File: config.mk
export PLATFORM = sky130hd
export DESIGN_NAME = swim_rx
export DESIGN_NICKNAME = d
export VERILOG_FILES = /design/src/rtl/swim_rx_pkg.sv /design/src/rtl/swim_sync.sv /design/src/rtl/swim_rx.sv
export SDC_FILE = /design/constraint.sdc
export NUM_CORES = 1
export LEC_CHECK = 0
export ABC_CLOCK_PERIOD_IN_PS = 3400
export CORE_ASPECT_RATIO = 0.6
export CORE_MARGIN = 5
export CORE_UTILIZATION = 55
export DETAILED_ROUTE_END_ITERATION = 10
export DONT_BUFFER_PORTS = 1
export PLACE_DENSITY_LB_ADDON = 0.3
export RECOVER_POWER = 25
export SYNTH_ARGS = -nofsm -noshare
export SYNTH_HDL_FRONTEND = slang
export SYNTH_SLANG_ARGS = --single-unit
export TNS_END_PERCENT = 10
File: constraint.sdc
create_clock -name clk -period 3.4 [get_ports clk]
set_clock_uncertainty 0.05 [all_clocks]
set_input_delay 0.51 -clock clk [delete_from_list [all_inputs] [get_ports clk]]
set_output_delay 0.51 -clock clk [all_outputs]
set_load 0.005 [all_outputs]
File: src/rtl/swim_rx_pkg.sv
// Shared SWIM definitions: frame length, low-speed timing at 48 MHz and
// receiver FSM encodings. Also used by the transmitter side.
package swim_rx_pkg;

  localparam int SWIM_FRAME_BITS = 10;
  localparam int SWIM_SHORT_LOW  = 12;
  localparam int SWIM_LONG_LOW   = 120;
  localparam int SWIM_BIT_PERIOD = 132;

  typedef enum logic [2:0] {
    ST_IDLE    = 3'd0,
    ST_LOW     = 3'd1,
    ST_HIGH    = 3'd2,
    ST_STUCK   = 3'd3,
    ST_DISCARD = 3'd4
  } rx_state_t;

endpackage

File: src/rtl/swim_sync.sv
// Two-flop synchronizer for the swim pad with rise/fall pulses on the
// synced value. Idles high (line released) out of reset.
module swim_sync (
  input  logic clk,
  input  logic reset_n,
  input  logic din,
  output logic level,
  output logic rise,
  output logic fall
);

  logic meta;
  logic prev;

  // NOTE: sequential state uses non-blocking assignments so all flops update
  // together from pre-edge values; blocking here would collapse the chain.
  always_ff @(posedge clk or negedge reset_n) begin
    if (!reset_n) begin
      meta  <= 1'b1;
      level <= 1'b1;
      prev  <= 1'b1;
    end else begin
      meta  <= din;
      level <= meta;
      prev  <= level;
    end
  end

  assign rise = level & ~prev;
  assign fall = ~level & prev;

endmodule

File: src/rtl/swim_rx.sv
// SWIM receiver: times low pulses, decodes header + 8 data + parity frames
// and presents good bytes on a valid/ready stream.
module swim_rx
  import swim_rx_pkg::*;
#(
  parameter int BIT_THRESH = 66,
  parameter int GLITCH_MIN = 4,
  parameter int TIMEOUT    = 2048,
  parameter int CNT_W      = 12
) (
  input  logic       clk,
  input  logic       reset_n,
  input  logic       swim_in,
  input  logic       en,
  output logic [7:0] out_data,
  output logic       out_valid,
  input  logic       out_ready,
  output logic       busy,
  output logic       parity_err,
  output logic       frame_err,
  output logic       overrun
);

  rx_state_t        state, state_n;
  logic [CNT_W-1:0] cnt, cnt_n, cnt_inc;
  logic [3:0]       bit_cnt, bit_cnt_n;
  logic [9:0]       shreg, shreg_n, frame;
  logic             level, rise, fall;
  logic             pulse_bit, timeout, is_glitch, last_bit;
  logic             perr_n, ferr_n, ovr_n, load;

  swim_sync u_sync (
    .clk    (clk),
    .reset_n(reset_n),
    .din    (swim_in),
    .level  (level),
    .rise   (rise),
    .fall   (fall)
  );

  assign cnt_inc   = (&cnt) ? cnt : cnt + 1'b1;
  assign timeout   = (cnt_inc == CNT_W'(TIMEOUT));
  assign pulse_bit = (cnt < CNT_W'(BIT_THRESH));
  assign is_glitch = (cnt < CNT_W'(GLITCH_MIN));
  assign last_bit  = (bit_cnt == 4'(SWIM_FRAME_BITS - 1));
  // Frame as it stands once the bit now ending is shifted in: [9]=header, [0]=parity.
  assign frame     = {shreg[8:0], pulse_bit};

  // NOTE: every signal driven here gets a default first, so no path through
  // the case can leave one unassigned and infer a latch.
  always_comb begin
    state_n   = state;
    cnt_n     = cnt;
    bit_cnt_n = bit_cnt;
    shreg_n   = shreg;
    perr_n    = 1'b0;
    ferr_n    = 1'b0;
    ovr_n     = 1'b0;
    load      = 1'b0;
    case (state)
      ST_IDLE: begin
        cnt_n     = '0;
        bit_cnt_n = '0;
        if (fall) begin
          state_n = ST_LOW;
          cnt_n   = CNT_W'(1);
        end
      end
      ST_LOW: begin
        cnt_n = cnt_inc;
        if (rise) begin
          cnt_n = '0;
          if (is_glitch) begin
            state_n = (bit_cnt == '0) ? ST_IDLE : ST_HIGH;
          end else if (bit_cnt == '0 && !pulse_bit) begin
            ferr_n  = 1'b1;
            state_n = ST_DISCARD;
          end else if (last_bit) begin
            // Frame completes on the same edge the parity bit is taken.
            bit_cnt_n = '0;
            state_n   = ST_IDLE;
            if ((^frame[8:1]) != frame[0]) perr_n = 1'b1;
            else if (out_valid && !out_ready) ovr_n = 1'b1;
            else load = 1'b1;
          end else begin
            shreg_n   = frame;
            bit_cnt_n = bit_cnt + 1'b1;
            state_n   = ST_HIGH;
          end
        end else if (timeout) begin
          ferr_n    = 1'b1;
          bit_cnt_n = '0;
          state_n   = ST_STUCK;
        end
      end
      ST_HIGH: begin
        cnt_n = cnt_inc;
        if (fall) begin
          state_n = ST_LOW;
          cnt_n   = CNT_W'(1);
        end else if (timeout) begin
          ferr_n    = 1'b1;
          bit_cnt_n = '0;
          state_n   = ST_IDLE;
        end
      end
      ST_STUCK: begin
        cnt_n     = '0;
        bit_cnt_n = '0;
        if (rise) state_n = ST_IDLE;
      end
      ST_DISCARD: begin
        // Bad header: ignore the rest of the frame until the line idles high.
        bit_cnt_n = '0;
        cnt_n     = (rise || fall) ? '0 : cnt_inc;
        if (!rise && !fall && timeout && level) state_n = ST_IDLE;
      end
      default: state_n = ST_IDLE;
    endcase
    if (!en) begin
      state_n   = ST_IDLE;
      cnt_n     = '0;
      bit_cnt_n = '0;
      perr_n    = 1'b0;
      ferr_n    = 1'b0;
      ovr_n     = 1'b0;
      load      = 1'b0;
    end
  end

  always_ff @(posedge clk or negedge reset_n) begin
    if (!reset_n) begin
      state      <= ST_IDLE;
      cnt        <= '0;
      bit_cnt    <= '0;
      shreg      <= '0;
      out_data   <= '0;
      out_valid  <= 1'b0;
      parity_err <= 1'b0;
      frame_err  <= 1'b0;
      overrun    <= 1'b0;
    end else begin
      state      <= state_n;
      cnt        <= cnt_n;
      bit_cnt    <= bit_cnt_n;
      shreg      <= shreg_n;
      parity_err <= perr_n;
      frame_err  <= ferr_n;
      overrun    <= ovr_n;
      if (load) begin
        out_data  <= frame[8:1];
        out_valid <= 1'b1;
      end else if (out_ready) begin
        out_valid <= 1'b0;
      end
    end
  end

  assign busy = (state != ST_IDLE);

endmodule

* Word-level counts from Yosys, hierarchy flattened
Index checks and enable logic that the tools add are counted.
** Storage, ports and cells
- Bits in registers :: 42
- Input port bits :: 5
- Output and inout port bits :: 13
- Word-level logic and storage cells :: 120
** Cells by class
- Add/sub/neg operators :: 2
- Order comparisons :: 2
- Equality and inequality tests :: 17
- Multiplexer cells :: 60
- Bitwise operators :: 7
- Reduce and logical (&&, ||, !) cells :: 20
** Operators with widths (count)
- $mux 12 :: 5
- $pmux 12 s5 :: 1
- $mux 1 :: 32
- $mux 3 :: 10
- $mux 4 :: 7
- $ne 4x4->1 const B :: 4
- $pmux 3 s5 :: 1
- $add 12x1->12 const B :: 1
- $eq 12x12->1 const B :: 1
- $lt 12x3->1 const B :: 1
- $lt 12x7->1 const B :: 1
- $ne 3x3->1 const B :: 4
- $pmux 4 s3 :: 1
- $reduce_and 12->1 :: 1
- $reduce_and 5->1 :: 2
- $reduce_xor 8->1 :: 1
- $eq 3x2->1 const B :: 2
- $ne 6x1->1 const B :: 1
- $logic_and 1x1->1 :: 5
- $not 1->1 :: 5
- $add 4x1->4 const B :: 1
- $eq 4x4->1 const B :: 1
- $logic_not 1->1 :: 4
- $logic_not 4->1 :: 1
- other kinds (13) :: 15

* Depth between registers and ports, before layout
- Depth in word-level cells :: 11
- Mapped depth :: 9
- Mapped depth without buffers :: 9

* Cells and area by module
A second synthesis with hierarchy kept.
** Unflattened totals
- Cells, all modules :: 279
- Area total of the unflattened synthesis :: 2688.8 sq um
** Modules (own cells, without submodules)
- swim_rx :: times used 1, cells each 274, area an instance 2595.0 sq um, seq. area each 975.9 sq um
- swim_sync :: times used 1, cells each 5, area an instance 93.8 sq um, seq. area each 78.8 sq um

* Worst setup path after synthesis
No wires, ideal clock.
- Path type :: reg-to-reg
- Start point :: register cnt[0]
- End point :: register bit_cnt[0]
- Library setup time :: 0.125 ns
- Arrival time :: 2.417 ns
- Required time :: 3.225 ns
- Path slack :: 0.808 ns
- Cell stages (with the launch flop) :: 9
- Path buffers :: 0
- Clock period less this slack :: 2.592 ns
- Cell sequence :: dfrtp_1 -> ha_1 -> and4_2 -> and3_4 -> a211oi_1 -> nand2_1 -> o41a_1 -> a21o_1 -> mux2_4
** Between the ends
- Word-level cells in the longest chain between the ends :: 7
- Elaborated cells between the ends (all ways) :: 16
- Classes of those cells :: add/sub (1); order compare (2); eq/ne (3); mux (6); reduce/logical (4)
** RTL lines
- start, declared :: line swim_rx.sv:25 : logic [CNT_W-1:0] cnt, cnt_n, cnt_inc;
- start signal, assigned :: line swim_rx.sv:144 : cnt <= cnt_n;
- $add 12x1->12 or $reduce_and 12->1 (tied branches) :: line swim_rx.sv:41 : assign cnt_inc = (&cnt) ? cnt : cnt + 1'b1;
- $mux 12 :: line swim_rx.sv:41
- $eq 12x12->1 :: line swim_rx.sv:42 : assign timeout = (cnt_inc == CNT_W'(TIMEOUT));
- $mux 4
- $mux 4 (on tied branches)
- $pmux 4 s3
- $mux 4
- end signal, assigned :: line swim_rx.sv:145 : bit_cnt <= bit_cnt_n;
- end, declared :: line swim_rx.sv:26 : logic [3:0] bit_cnt, bit_cnt_n;
Parallel ways exist; a longest one is shown, timed or not. The select of a mux whose other input is x is not followed.
A chain may end at the register's enable or synchronous reset.

* Final worst setup path
Same ends and word-level chain as after synthesis.

==> reports/results.ini <==
[status]
status = finished, violations left
violations = max-capacitance violations, max-slew violations

[route]
drt_drc_violations_left = 0
post_drt_via_cell_ratio = 6.13
dr.first_iter.drc_count = 185
drt_pass1_iterations = 4
route.final.wire_length_mm = 5.37
route.vias.total = 2047
met3RoutedLength_um = 318
route.antenna.remaining_nets = 0
route.met2.wl_mm = 2.23
top_signal_layer_used = met4
routed_wire_length_per_instance_um = 16.1
route.layer.met1.wl_mm = 2.79

[grt]
grt_remaining_overflow = 0
gr-usage-all-layers_pct = 18.7
grt_max_degree = 43
grt_first_pass_wirelength_mm = 9.36
grt_pass1_vias = 1865
grt_antenna_before_repair = 0

[synth]
total_nets_after_synthesis = 283
synthesis.area_mm2 = 0.00254
async_reset_ff_share_pct = 100
leading_cell_type_by_number_of_instances_after_synthesis = sky130_fd_sc_hd__dfrtp_1
synth.yosys.warnings = 0
netlist_instances = 272
synth_top_cell_by_area = sky130_fd_sc_hd__dfrtp_1
dominantRegCellSynth = sky130_fd_sc_hd__dfrtp_1
synth_top_area_share_pct = 38.5
ranking_of_synthesized_cells_by_instance_count = sky130_fd_sc_hd__dfrtp_1 (39), sky130_fd_sc_hd__nand2_1 (29), sky130_fd_sc_hd__nor2_1 (23)
synth.yosys.seq_area_share_pct = 41.6
synth.avg_cell_area_um2 = 9.32
synth_seq_cells = 42
yosys-top-cells-area = sky130_fd_sc_hd__dfrtp_1 (38%), sky130_fd_sc_hd__nand2_1 (4.3%), sky130_fd_sc_hd__a21oi_1 (3.6%), sky130_fd_sc_hd__mux2_1 (3.6%), sky130_fd_sc_hd__mux2_2 (3.6%)
ys_types = 60
synth_edf_count = 0

[power_and_ir_drop]
p_comb_share_pct = 25.3
swShare_pct = 34.0
share_clk_of_total_power_pct = 27.7
power.ir.vdd_worst_mv = 0.301
power-per-cell-area_mw_per_mm2 = 449
leakage_power_figure_nw = 1.20
power_report.internal_total_mw = 0.795
power_switching_mw = 0.409
share_seq_of_total_power_pct = 46.9

[clock_network]
cts_tree = yes
cts_num_sinks = 42
clk_path_buf_depth = 2
clock_tree.root_cell = sky130_fd_sc_hd__clkbuf_8
clock_tree.htree_level_count = 2
cts_buffers = 5
clock_input_transition_at_the_sequential_cells_of_the_worst_setup_and_hold_paths_ps = 80
cts_repair_resize_count = 0
cts_hold_repair.buffers = 1
worst_skew_pair.late_latency_ps = 300
post_cts.repair.setup_buffers = 0

[floorplanning]
initial_utilization_pct = 56.1
area_of_the_core_region_mm2 = 0.00452
die_height_um = 62.6
core.rowCount = 19
die-area_mm2 = 0.00611
chipWidth_um = 97.7
top_level_ports = 18

[setup_path]
worst-r2r-cell-count = 8
cp_slowest_cell = sky130_fd_sc_hd__dfrtp_1
setup.worst_path.class = reg2reg
setup.worst_path.start = cnt[0]
cp_cell_sequence = ha_1, and4_2, and3_4, a211oi_1, nand2_1, o41a_1, a21o_1, mux2_4
slowest_delay_ps = 460
critical_path_peak_fanout = 8
setup.worst_path.start_class = flip-flop
setup.reg_to_reg.worst_slack_ps = 530
timing.critical_path.to = bit_cnt[0]
crit_required_ps = 3530
timing.rr.end = bit_cnt[0]
regToRegStartpoint = cnt[0]
arrival_ps = 3010
type_of_element_capturing_the_critical_path = flip-flop

[run]
maxCapViolations = 1

[sta]
final_number_of_hold_violating_endpoints = 0
setup_repair_after_global_routing_missed_its_margin = no
report.final.slew_viol_count = 43
min_period_ps = 2870
post-route-worst-setup-slack_ps = 529
worst_pin_slew_ps = 1930
slew-limit-headroom_pct = -28.5
final_min_period_over_clock_period_pct = 84.4
hold_ws_ps = 154
achievable-frequency_ghz = 0.348
fin_tns_setup_ps = 0
setup_viol = 0

[final_layout]
layout-area-overhead-vs-synth_pct = 5.62
register_area_mm2 = 0.00105
antenna_cells = 0
fin_area_mm2 = 0.00268
fillcell_total = 400
count_of_nets_after_finishing = 281
final_layout_size_suffix_gt1_share_pct = 14.0
area_of_the_multi_input_gates_mm2 = 0.00138

[place]
placed_cell_area_mm2 = 0.00257
post-place-ws_ps = 552
dp_hpwl_mm = 3.97
routabilityCongestion = 0.946
portBuffers = 0

[min_path]
hp-class = in2reg

[metrics by stage]
stage | instances | total power, mW | util (%)
2_1_floorplan | 272 | 0.806 | -
3_3_place_gp | 324 | 0.861 | 56.8
3_5_place_dp | 324 | 0.864 | 56.8
4_1_cts | 333 | 1.21 | 59.3
5_1_grt | 334 | 1.29 | 59.3
6_report | 334 | 1.20 | 59.3
[kinds of logic after synthesis]
logic type	synth area share (%)
mux	8.09
flops	41.6
simple gates	20.0
xor+xnor	3.45
buf+inv	4.00
compound gates	19.9
fa+ha+maj	2.96
[routing by layer]
metal | GRT usage [%] | vias up
met5 | 0 | -
met4 | 3.63 | 0
met3 | 5.02 | 4
met2 | 26.0 | 71
met1 | 29.0 | 986
li1 | - | 986
[worst max-delay path, delay by kind of cell, from the launching register on]
kind	cells	cell delay, ps
adder cells (fa/ha/maj)	1	340
AND/OR/NAND/NOR	3	630
multiplexers	1	260
AO/OA/AOI/OAI	3	1040
flip-flops	1	460
[power groups by stage]
| stage | registers, mW | logic, mW | clock network, mW |
|---|---|---|---|
| 2_1_floorplan | 0.547 | 0.259 | 0 |
| 3_3_place_gp | 0.573 | 0.288 | 0 |
| 3_5_place_dp | 0.574 | 0.290 | 0 |
| 4_1_cts | 0.563 | 0.304 | 0.341 |
| 5_1_grt | 0.570 | 0.346 | 0.373 |
| 6_report | 0.565 | 0.305 | 0.334 |
[worst min-delay path by stage]
stage / start / to / slack, ps / cells past startpoint
floorplan: reset_n / bit_cnt[0] / 160 / 0
global placement: reset_n / cnt[9] / 170 / 0
detailed placement: reset_n / cnt[10] / 170 / 0
CTS: reset_n / out_data[1] / 4 / 1
global route: swim_in / u_sync.meta / 130 / 0
finish: swim_in / u_sync.meta / 150 / 0
[cell type report]
cell class              instances  share of cell area [%]
clock buffers                   5                    2.57
repair buffers                  4                    1.31
multi-input cells             207                    51.5
well taps                      63                    2.94
inverters                      10                    1.40
flip-flops and latches         42                    39.4
clock inverters                 3                   0.887
[flip-flops by register name, summed over array words and instances (netlist names)]
| register | cells |
|---|---|
| cnt | 12 |
| out_data | 8 |
| shreg | 8 |
| bit_cnt | 4 |
| state | 3 |
| frame_err | 1 |
| out_valid | 1 |
| overrun | 1 |
| parity_err | 1 |
| u_sync.level | 1 |
| u_sync.meta | 1 |
| u_sync.prev | 1 |
[cells in the final DEF (no fill, tap or decap), types with 5 or more instances in the layout]
master                     Yosys  layout
sky130_fd_sc_hd__nand3_1       9       9
sky130_fd_sc_hd__nor2_1       23      23
sky130_fd_sc_hd__o21ai_0      15      15
sky130_fd_sc_hd__mux2_2        8       8
sky130_fd_sc_hd__nand2_1      29      29
sky130_fd_sc_hd__inv_1        10      10
sky130_fd_sc_hd__dfrtp_1      39      39
sky130_fd_sc_hd__o22ai_1       5       5
sky130_fd_sc_hd__a21oi_1      18      18
sky130_fd_sc_hd__ha_1          6       6
sky130_fd_sc_hd__clkbuf_8      0       5
sky130_fd_sc_hd__xnor2_1       9       9
sky130_fd_sc_hd__mux2_1        8       8
(Power assumes the default switching activity.)
